==> src/rtl/sp_ram_arbiter.sv <==
// sp_ram_arbiter: two-requester round-robin arbiter and sequencer in front of a
// single-port RAM (synchronous write, combinational read, ram_en = write enable).
//
// After reset the block sweeps every RAM word with INIT_VALUE, which takes DEPTH cycles.
// It then serves at most one access per cycle from the two request ports. Read data
// returns on rsp_rdata one cycle after acceptance, and the matching rsp_valid bit
// pulses for that one cycle.
//
// Ports:
//   clk        rising-edge clock
//   rst        synchronous active-low reset
//   req_valid  per-requester request valid (bit i = requester i)
//   req_ready  per-requester accept, one-hot or zero; depends combinationally on req_valid
//   req_we     per-requester 1 = write, 0 = read
//   req_addr   requester i address at [i*ADDR_WIDTH +: ADDR_WIDTH]
//   req_wdata  requester i write data at [i*DATA_WIDTH +: DATA_WIDTH]
//   rsp_valid  per-requester read-data valid pulse
//   rsp_rdata  read data, meaningful only while a rsp_valid bit is high
//   init_done  high once the init sweep has completed
//   ram_en     RAM write enable
//   ram_addr   RAM address
//   ram_din    RAM write data
//   ram_dout   RAM combinational read data
module sp_ram_arbiter #(
  parameter int unsigned           DATA_WIDTH = 8,
  parameter int unsigned           ADDR_WIDTH = 4,
  parameter int unsigned           DEPTH      = 1 << ADDR_WIDTH,
  parameter logic [DATA_WIDTH-1:0] INIT_VALUE = '0
) (
  input  logic                    clk,
  input  logic                    rst,
  input  logic [1:0]              req_valid,
  output logic [1:0]              req_ready,
  input  logic [1:0]              req_we,
  input  logic [2*ADDR_WIDTH-1:0] req_addr,
  input  logic [2*DATA_WIDTH-1:0] req_wdata,
  output logic [1:0]              rsp_valid,
  output logic [DATA_WIDTH-1:0]   rsp_rdata,
  output logic                    init_done,
  output logic                    ram_en,
  output logic [ADDR_WIDTH-1:0]   ram_addr,
  output logic [DATA_WIDTH-1:0]   ram_din,
  input  logic [DATA_WIDTH-1:0]   ram_dout
);

  localparam int unsigned CntW = ADDR_WIDTH + 1;
  localparam logic [CntW-1:0] CntLast = CntW'(DEPTH - 1);

  typedef enum logic [0:0] {StInit, StArb} state_e;

  state_e                state_q, state_d;
  logic [CntW-1:0]       cnt_q, cnt_d;
  logic                  init_done_q, init_done_d;
  logic                  ptr_q, ptr_d;
  logic [1:0]            rsp_valid_q, rsp_valid_d;
  logic [DATA_WIDTH-1:0] rsp_rdata_q, rsp_rdata_d;

  logic                  grant_vld;
  logic                  grant_idx;
  logic [ADDR_WIDTH-1:0] addr_arr [2];
  logic [DATA_WIDTH-1:0] wdata_arr [2];

  assign addr_arr[0]  = req_addr[0 +: ADDR_WIDTH];
  assign addr_arr[1]  = req_addr[ADDR_WIDTH +: ADDR_WIDTH];
  assign wdata_arr[0] = req_wdata[0 +: DATA_WIDTH];
  assign wdata_arr[1] = req_wdata[DATA_WIDTH +: DATA_WIDTH];

  // State register.
  always_ff @(posedge clk) begin
    if (!rst) begin
      state_q     <= StInit;
      cnt_q       <= '0;
      init_done_q <= 1'b0;
      ptr_q       <= 1'b0;
      rsp_valid_q <= 2'b00;
      rsp_rdata_q <= '0;
    end else begin
      state_q     <= state_d;
      cnt_q       <= cnt_d;
      init_done_q <= init_done_d;
      ptr_q       <= ptr_d;
      rsp_valid_q <= rsp_valid_d;
      rsp_rdata_q <= rsp_rdata_d;
    end
  end

  // Next-state logic: the sweep counter runs only in StInit; StArb is held until reset.
  always_comb begin
    state_d     = state_q;
    cnt_d       = cnt_q;
    init_done_d = init_done_q;
    unique case (state_q)
      StInit: begin
        cnt_d = cnt_q + 1'b1;
        if (cnt_q == CntLast) begin
          state_d     = StArb;
          init_done_d = 1'b1;
        end
      end
      StArb: begin
        init_done_d = 1'b1;
      end
      default: begin
        state_d = StInit;
      end
    endcase
  end

  // Grant selection. On contention the pointer decides; a lone request always wins.
  always_comb begin
    grant_vld = 1'b0;
    grant_idx = 1'b0;
    if (state_q == StArb) begin
      unique case (req_valid)
        2'b01: begin
          grant_vld = 1'b1;
          grant_idx = 1'b0;
        end
        2'b10: begin
          grant_vld = 1'b1;
          grant_idx = 1'b1;
        end
        2'b11: begin
          grant_vld = 1'b1;
          grant_idx = ptr_q;
        end
        default: begin
          grant_vld = 1'b0;
          grant_idx = 1'b0;
        end
      endcase
    end
  end

  // Output logic: RAM drive, ready, and response/pointer next values.
  always_comb begin
    req_ready   = 2'b00;
    ram_en      = 1'b0;
    ram_addr    = '0;
    ram_din     = '0;
    ptr_d       = ptr_q;
    rsp_valid_d = 2'b00;
    rsp_rdata_d = rsp_rdata_q;
    if (state_q == StInit) begin
      ram_en   = 1'b1;
      ram_addr = cnt_q[ADDR_WIDTH-1:0];
      ram_din  = INIT_VALUE;
    end else if (grant_vld) begin
      req_ready[grant_idx] = 1'b1;
      ram_addr             = addr_arr[grant_idx];
      ptr_d                = ~grant_idx;
      if (req_we[grant_idx]) begin
        ram_en  = 1'b1;
        ram_din = wdata_arr[grant_idx];
      end else begin
        // Combinational RAM read is captured now and presented next cycle.
        rsp_valid_d[grant_idx] = 1'b1;
        rsp_rdata_d            = ram_dout;
      end
    end
  end

  assign rsp_valid = rsp_valid_q;
  assign rsp_rdata = rsp_rdata_q;
  assign init_done = init_done_q;

endmodule

==> config.mk <==
export PLATFORM = sky130hd
export DESIGN_NAME = sp_ram_arbiter
export DESIGN_NICKNAME = d
export VERILOG_FILES = /design/src/rtl/sp_ram_arbiter.sv
export SDC_FILE = /design/constraint.sdc
export NUM_CORES = 1
export LEC_CHECK = 0
export CORE_ASPECT_RATIO = 1.25
export CORE_UTILIZATION = 40
export CTS_BUF_LIST = sky130_fd_sc_hd__clkbuf_8
export DETAILED_ROUTE_END_ITERATION = 10
export PLACE_DENSITY = 0.88
export SLEW_MARGIN = 10
export SYNTH_ARGS = -nofsm -noshare
export SYNTH_HDL_FRONTEND = slang
export SYNTH_SLANG_ARGS = --single-unit
==> constraint.sdc <==
create_clock -name clk -period 4.3 [get_ports clk]
set_input_delay 1.29 -clock clk [delete_from_list [all_inputs] [get_ports clk]]
set_output_delay 1.29 -clock clk [all_outputs]
set_load 0.01 [all_outputs]
* After elaboration in Yosys (flattened, before gate mapping)
Index checks and enable logic that the tools add are counted.
** Word-level totals
- Register bits after elaboration :: 18
- Input port bits :: 38
- Output and inout port bits :: 26
- Logic and storage cells :: 54
** Cells by class
- Add/subtract/negate cells :: 1
- $lt $le $gt $ge :: 3
- Equality and inequality tests :: 5
- Muxes and demuxes :: 28
- Bitwise logic cells :: 6
- Reductions and logical operators :: 5
** Operators by type and width (count)
- 8-bit two-way mux :: 6
- 4-bit two-way mux :: 5
- 1-bit two-way mux :: 12
- 5-bit by 1-bit adder with 5-bit output, second input constant :: 1
- 5-bit by 4-bit equality test with 1-bit output, second input constant :: 1
- 1-bit NOT :: 5
- 2-bit equality test, second input constant :: 2
- 2-bit two-way mux :: 2
- 1-bit case mux with 2 select lines :: 2
- 4-bit OR reduction :: 1
- 3-bit AND reduction :: 1
- 3-bit OR reduction :: 1
- 2-bit by 1-bit equality test with 1-bit output, second input constant :: 1
- 2-bit greater-or-equal comparator, second input constant :: 1
- 1-bit by 2-bit < comparator with 1-bit output, second input constant :: 1
- 2-bit != test, second input constant :: 1
- 1-bit NOT with 2-bit output :: 1
- 2-bit AND reduction :: 1
- 1-bit demux with 1-bit select :: 1
- 1-bit greater-or-equal comparator, second input constant :: 1
- 1-bit logical AND :: 1

* Logic depth before layout (Yosys ltp)
Gate-level depths: netlist of the first run.
- Depth after elaboration :: 10
- Depth in mapped cells :: 6

* Least setup slack after synthesis of the first run
OpenSTA, ideal clock, no wires.
- Kind :: input -> output
- From :: input port req_valid[0]
- To :: output port ram_din[0]
- Arrival time :: 2023 ps
- Data required time :: 3010 ps
- Slack :: 987 ps
- Stages on the path :: 6
- Path through :: nand2b_1 nand3_2 inv_2 buf_6 nand2_1 a21oi_1
** On the way
- Cells in the longest elaborated chain, start to end :: 10
- Elaborated cells between the ends (all ways) :: 17
- Those cells by class :: eq/ne: 3; mux: 12; bitwise: 1; reduce/logical: 1
** RTL lines
- start: declaration :: RTL line 32 : input logic [1:0] req_valid,
- 2-bit equality test :: RTL line 114 : unique case (req_valid)
- 1-bit case mux with 2 select lines :: RTL line 114
- 1-bit two-way mux :: RTL line 113 : if (state_q == StArb) begin
- 1-bit NOT with 2-bit output (not written as such) :: RTL line 154 : ram_din = wdata_arr[grant_idx];
- 8-bit two-way mux (not written as such) (3 in series) :: RTL line 154
- 8-bit two-way mux :: RTL line 152 : if (req_we[grant_idx]) begin
- 8-bit two-way mux (*) :: RTL line 148 : end else if (grant_vld) begin
- 8-bit two-way mux (*) :: RTL line 144 : if (state_q == StInit) begin
- end: declaration :: RTL line 42 : output logic [DATA_WIDTH-1:0] ram_din,
Every way passes the cells marked *; elsewhere a longest branch is shown, timed or not. The select of a mux whose other input is x is not followed.

* Final worst setup path of the first run
- From :: input port req_valid[0]
- To :: output port ram_addr[2]
** On the way
- Cells in the longest elaborated chain, start to end :: 9
- Elaborated cells between the ends (all ways) :: 14
- Those cells by class :: eq/ne: 3; mux: 9; bitwise: 1; reduce/logical: 1
** RTL lines
- 2-bit equality test :: RTL line 114
- 1-bit case mux with 2 select lines :: RTL line 114
- 1-bit two-way mux :: RTL line 113
- 1-bit NOT with 2-bit output (not written as such) :: RTL line 150 : ram_addr = addr_arr[grant_idx];
- 4-bit two-way mux (not written as such) (3 in series) :: RTL line 150
- 4-bit two-way mux (*) :: RTL line 148
- 4-bit two-way mux (*) :: RTL line 144
- end: declaration :: RTL line 41 : output logic [ADDR_WIDTH-1:0] ram_addr,
Marks and branches as above.

==> flow_metrics.py, run 1 <==
metrics = {
    "worst_setup_path": {
        "cp_slowest_stage_delay_ns": 0.53,
        "cp_max_fo": 11,
        "cp_cell_sequence": "clkdlybuf4s50_1 -> nand2b_1 -> nand3_2 -> buf_6 -> nand3_1 -> nand3_1 -> clkdlybuf4s50_1",
        "crit_buf_inv": 3,
        "crit_path_end_kind": "primary output",
        "crit_arrival_ns": 2.91,
        "cp.required_ns": 3.01,
        "startpoint": "req_valid[0]",
        "crit_family": "buffers and inverters",
        "critPathSlowestCell": "clkdlybuf4s50_1",
        "start_kind": "input pin",
        "crit_type": "in2out",
        "r2r-start": "cnt_q[0]",
    },
    "clocking": {
        "cts_setup_buffers": 0,
        "cts_hold_buf": 0,
        "clock_latency_ns": 0.25,
        "cts_sinks": 18,
        "clockRootBuffer": "clkbuf_8",
        "cts_buffers": 3,
        "cts.clk_slew.worst_paths_ns": 0.06,
        "cts.htree.levels": 1,
        "clockBufferDepth": 2,
        "cts_tree": "yes",
    },
    "synthesis": {
        "synth_top_area_share_pct": 37.02,
        "synth-edff-count": 0,
        "yosysSeqAreaShare_pct": 37.02,
        "async_reset_ff_share_pct": 0,
        "synthTopCellsByCount": "37 x nand2_1, 18 x dfxtp_1, 9 x a21oi_1, 9 x mux2i_1",
        "yosys_most_used_dff": "dfxtp_1",
        "avgSynthCellArea_um2": 7.850,
        "synth_cell_types": 29,
        "netlist_instances": 124,
        "ys_ff_latch": 18,
        "synth.area.top_cells": "dfxtp_1 37%, nand2_1 14%, mux2i_1 9.3%",
        "synth_top_area_cell": "dfxtp_1",
        "synth.cell_area_um2": 973.4,
        "yosysWarnings": 0,
        "syn_nets": 164,
        "yosysMostFrequentCell": "nand2_1",
    },
    "timing": {
        "clock_skew_ns": 0.003483,
        "tightestPinTransition_ns": 0.7537,
        "setup_slack_ns": 0.09815,
        "clock.fmax_mhz": 238.0,
        "finalCritPeriodShare_pct": 97.72,
        "finalSetupViolCount": 0,
        "fin_tns_setup_ns": 0,
        "slew_violations": 0,
        "period_minus_slack_ns": 4.202,
        "max_slew_margin_pct": 49.60,
        "hold_viol": 0,
        "rsz0062_at_grt": "no",
    },
    "power_and_ir_drop": {
        "switching_share_pct": 20.40,
        "combPwrFrac_pct": 15.8,
        "finalPower_mw": 0.3653,
        "power.leakage_nw": 0.7783,
        "p_int_mw": 0.2908,
        "p_seq_share_pct": 47.0,
        "peakVddDrop_mv": 0.3591,
        "power.density_nw_per_um2": 216.0,
        "clkPwrFrac_pct": 37.2,
        "p_sw_mw": 0.07451,
    },
    "detailed_routing": {
        "drc": 0,
        "via_count": 1089,
        "vias_per_cell": 4.995,
        "first_iter_violations": 12,
        "drtAntennaViolNets": 0,
        "firstDrtPassIters": 4,
        "wl_per_cell_um": 12.51,
        "wl_um": 2728,
    },
    "place": {
        "numPortBuffers": 63,
        "dp_hpwl_um": 2098,
        "post-place-ws_ns": -0.01166,
        "place_inst": 214,
        "place_area_um2": 1618,
        "place.gp.congestion": 0.7423,
    },
    "global_routing": {
        "grt_start_max_net_pins": 27,
        "grt_first_pass_wirelength_um": 4174,
        "antenna_found_initial": 0,
        "grt_pass1_vias": 1033,
        "grt_usage_pct": 21.21,
        "grt_overflow": 0,
    },
    "floorplan": {
        "core-area_um2": 2258,
        "start_util_pct": 43.10,
        "io_pins": 64,
        "die_w_um": 46.13,
        "dieArea_um2": 2636,
        "rows": 19,
        "die_h_um": 57.16,
    },
    "final_layout": {
        "fin_area_um2": 1692,
        "nets": 228,
        "drive_above_1_share_pct": 6.417,
        "nFillCells": 170,
        "finalNonFillerCells": 218,
        "regArea_um2": 360.3,
        "multi_input_area_um2": 550.5,
        "area.growth.synth_to_final_pct": 73.78,
        "num_antenna_cells": 0,
    },
    "run": {
        "drv_cap": 0,
    },
    "min_path": {
        "worstHoldStart": "rsp_rdata[2]",
        "hold_path.class": "reg2reg",
    },
    "run_status": {
        "status": "completed",
    },
}
==> placed cells by master (no fill, tap or decap), drive strengths merged, types with 2 or more instances in the layout <==
cell,count
clkdlybuf4s50,52
nand2,38
dfxtp,18
a21oi,9
mux2i,9
nand3,7
nand2b,6
dlymetal6s2s,6
dlygate4sd2,5
inv,5
and3,4
and2,4
clkbuf,4
buf,3
o21a,2
nor2b,2
xnor2,2
ha,2
==> power by group through the flow <==
| stage | sequential, mW | clock, mW | combinational [mW] |
|---|---|---|---|
| 5_1_grt | 0.172 | 0.146 | 0.0630 |
| 6_report | 0.172 | 0.136 | 0.0578 |
| 4_1_cts | 0.172 | 0.139 | 0.0581 |
| 3_5_place_dp | 0.175 | 0 | 0.0576 |
| 3_3_place_gp | 0.175 | 0 | 0.0563 |
| 2_1_floorplan | 0.175 | 0 | 0.0168 |
==> tightest hold or removal path, cell delays in order (launching register included) <==
cell and delay (ns):
dfxtp_1 0.31, nand2_1 0.05, mux2i_1 0.05
==> what timing repair did <==
item                                    4_1_cts  5_1_grt
endpoints found under the setup margin        5        6
pin swaps                                     0        0
gates resized for setup                       6        8
==> area by class of cell <==
cell class / instances / area share (%)
timing repair buffer: 66 / 39.35
multi-input combinational: 94 / 32.54
sequential: 18 / 21.30
clock buffer: 4 / 3.254
tap: 31 / 2.293
inverter: 5 / 1.257
==> state kept, by name, indices dropped and copies added (netlist names) <==
signal     cells
rsp_rdata      8
rsp_valid      2
init_done      1
state_q        1
cnt_q          5
ptr_q          1
==> routing by layer <==
metal  share of wire [%]  GRT usage, %  vias to the layer above
met1                  38         21.51                      494
met2                  48         38.23                       53
met3                  12         6.013                        5
li1                    -             -                      537
met4                 1.7         9.244                        0
met5                   0             0                        -
==> cells by family after synthesis <==
family / after synthesis / synth area share [%]
AO/OA/AOI/OAI: 18 / 11.95
XOR/XNOR: 2 / 1.800
adder cells (fa/ha/maj): 2 / 2.570
buffers and inverters: 12 / 6.812
flip-flops: 18 / 37.02
multiplexers: 9 / 9.255
AND/OR/NAND/NOR: 63 / 30.59
==> worst paths after layout <==
kind | cells after the start | slack [ns] | to
worst max-delay path | 7 | 0.1 | ram_addr[2]
worst min-delay path | 2 | 0.46 | rsp_rdata[2]
worst min register to register | 2 | 0.46 | rsp_rdata[2]
worst max register to register | 5 | 2.94 | init_done
==> through the flow <==
step	util, %	hold slack [ns]
floorplan	-	0.4790
global placement	71.63	0.4368
detailed placement	71.63	0.4551
CTS	73.91	0.4638
global route	74.90	0.4776
finish	74.90	0.4611
Note: power is estimated with default switching activity, not from simulation.
==> inputs of run 2 (changes only) <==
Settings changed: CORE_UTILIZATION 40 to 35, PLACE_DENSITY 0.88 to 0.78.
==> flow_metrics.py, run 2 (same netlist as run 1, synthesis figures left out) <==
metrics = {
    "power_and_ir_drop": {
        "power.density_nw_per_um2": 211.4,
        "power.leakage_nw": 0.8013,
        "peakVddDrop_mv": 0.1823,
    },
    "timing": {
        "setup_slack_ns": 0.002722,
        "finalSetupViolCount": 0,
        "period_minus_slack_ns": 4.297,
        "max_slew_margin_pct": 49.41,
        "hold_viol": 0,
        "tightestPinTransition_ns": 0.7565,
        "clock_skew_ns": 0.002450,
        "rsz0062_at_grt": "yes",
        "slew_violations": 0,
        "clock.fmax_mhz": 232.7,
        "hold_ws_ns": 0.4527,
        "finalCritPeriodShare_pct": 99.94,
        "fin_tns_setup_ns": 0,
    },
    "final_layout": {
        "drive_above_1_share_pct": 10.22,
        "nFillCells": 227,
        "mostFrequentLayoutCells": "55 x clkdlybuf4s50_1, 37 x nand2_1, 18 x dfxtp_1",
        "multi_input_area_um2": 585.6,
        "area.growth.synth_to_final_pct": 78.15,
        "regArea_um2": 360.3,
        "nets": 227,
        "largest_register_ffs": 8,
        "num_antenna_cells": 0,
        "final_common_cell": "clkdlybuf4s50_1",
    },
    "floorplan": {
        "start_util_pct": 36.68,
        "die_h_um": 60.96,
        "core-area_um2": 2654,
        "die_w_um": 49.17,
        "dieArea_um2": 2997,
        "io_pins": 64,
        "rows": 21,
    },
    "clocking": {
        "cts_sinks": 18,
        "cts_tree": "yes",
        "cts_buffers": 3,
        "cts.clk_slew.worst_paths_ns": 0.07,
        "cts.htree.levels": 1,
        "clockBufferDepth": 2,
        "clockRootBuffer": "clkbuf_8",
        "clock_latency_ns": 0.25,
        "cts_hold_buf": 0,
    },
    "run_status": {
        "failed_checks": "design-rule violations",
        "status": "finished with violations",
    },
    "detailed_routing": {
        "via_count": 1064,
        "wl_per_cell_um": 13.00,
        "drtAntennaViolNets": 0,
        "vias_per_cell": 4.836,
        "firstDrtPassIters": 7,
        "first_iter_violations": 9,
        "wl_um": 2859,
        "drc": 1,
    },
    "global_routing": {
        "grt_start_max_net_pins": 27,
        "grt_pass1_vias": 1017,
        "grt_first_pass_wirelength_um": 4340,
        "grt_usage_pct": 19.28,
        "antenna_found_initial": 0,
        "grt_overflow": 0,
    },
    "worst_setup_path": {
        "cp_max_fo": 9,
        "cp_slowest_stage_delay_ns": 0.54,
        "path_common_cell": "clkdlybuf4s50_1",
        "critPathSlowestCell": "clkdlybuf4s50_1",
        "crit_type": "in2out",
        "cp.required_ns": 3.01,
        "cp_cell_sequence": "clkdlybuf4s50_1 -> a21boi_2 -> a32o_2 -> nand2_4 -> a21oi_2 -> clkdlybuf4s50_1",
        "crit_family": "buffers and inverters",
        "start_kind": "input pin",
        "crit_arrival_ns": 3.01,
        "crit_path_end_kind": "primary output",
        "r2r_slack_ns": 2.96,
        "crit_buf_inv": 2,
    },
    "min_path": {
        "hold_path.class": "reg2reg",
    },
    "place": {
        "dp_hpwl_um": 2053,
        "numPortBuffers": 63,
        "post-place-ws_ns": -0.07556,
        "place.gp.congestion": 0.7147,
    },
    "run": {
        "drv_cap": 0,
    },
}
-- run 2: cell type report --
type	count	share of cell area, %
sequential	18	20.78
clock buffer	4	3.175
timing repair buffer	65	38.60
inverter	5	1.227
tap	34	2.453
multi-input combinational	94	33.77
-- run 2: timing repair --
item	in CTS	in global routing
endpoints found under the setup margin	8	12
setup buffers	0	0
resized for setup	5	16
-- run 2: final timing paths --
check                      end  cells after the start    startpoint
hold reg to reg      init_done                      1     init_done
setup / recovery    ram_din[1]                      6  req_valid[0]
setup reg to reg  rsp_rdata[7]                      3       state_q
hold / removal       init_done                      1     init_done
-- run 2: metal layers --
metal	vias to the layer above	global-route usage (%)	wire (um)
li1	534	-	-
met1	470	18.82	1126
met2	56	37.38	1416
met3	4	5.263	260
met4	0	10.08	56
met5	-	0	0
-- run 2: power breakdown --
part           total, mW  switching, mW  internal [mW]
Combinational     0.0591         0.0192         0.0398
Clock              0.136         0.0548         0.0813
Sequential         0.171        0.00231          0.169
Total              0.367         0.0763          0.290
-- run 2: worst reg2reg max path: cells and delay by family (launching register included) --
family | cells | cell delay (ns)
simple gates | 1 | 0.20
buf+inv | 1 | 0.21
mux | 1 | 0.20
flops | 1 | 0.66
-- run 2: through the flow --
step                cells  utilization, %  instance area, um^2  power, mW
floorplan             124               -                973.4     0.1915
global placement      216           60.82                 1614     0.2317
detailed placement    216           60.82                 1614     0.2332
CTS                   220           63.37                 1682     0.3680
global route          220           65.35                 1734     0.3824
finish                220           65.35                 1734     0.3666
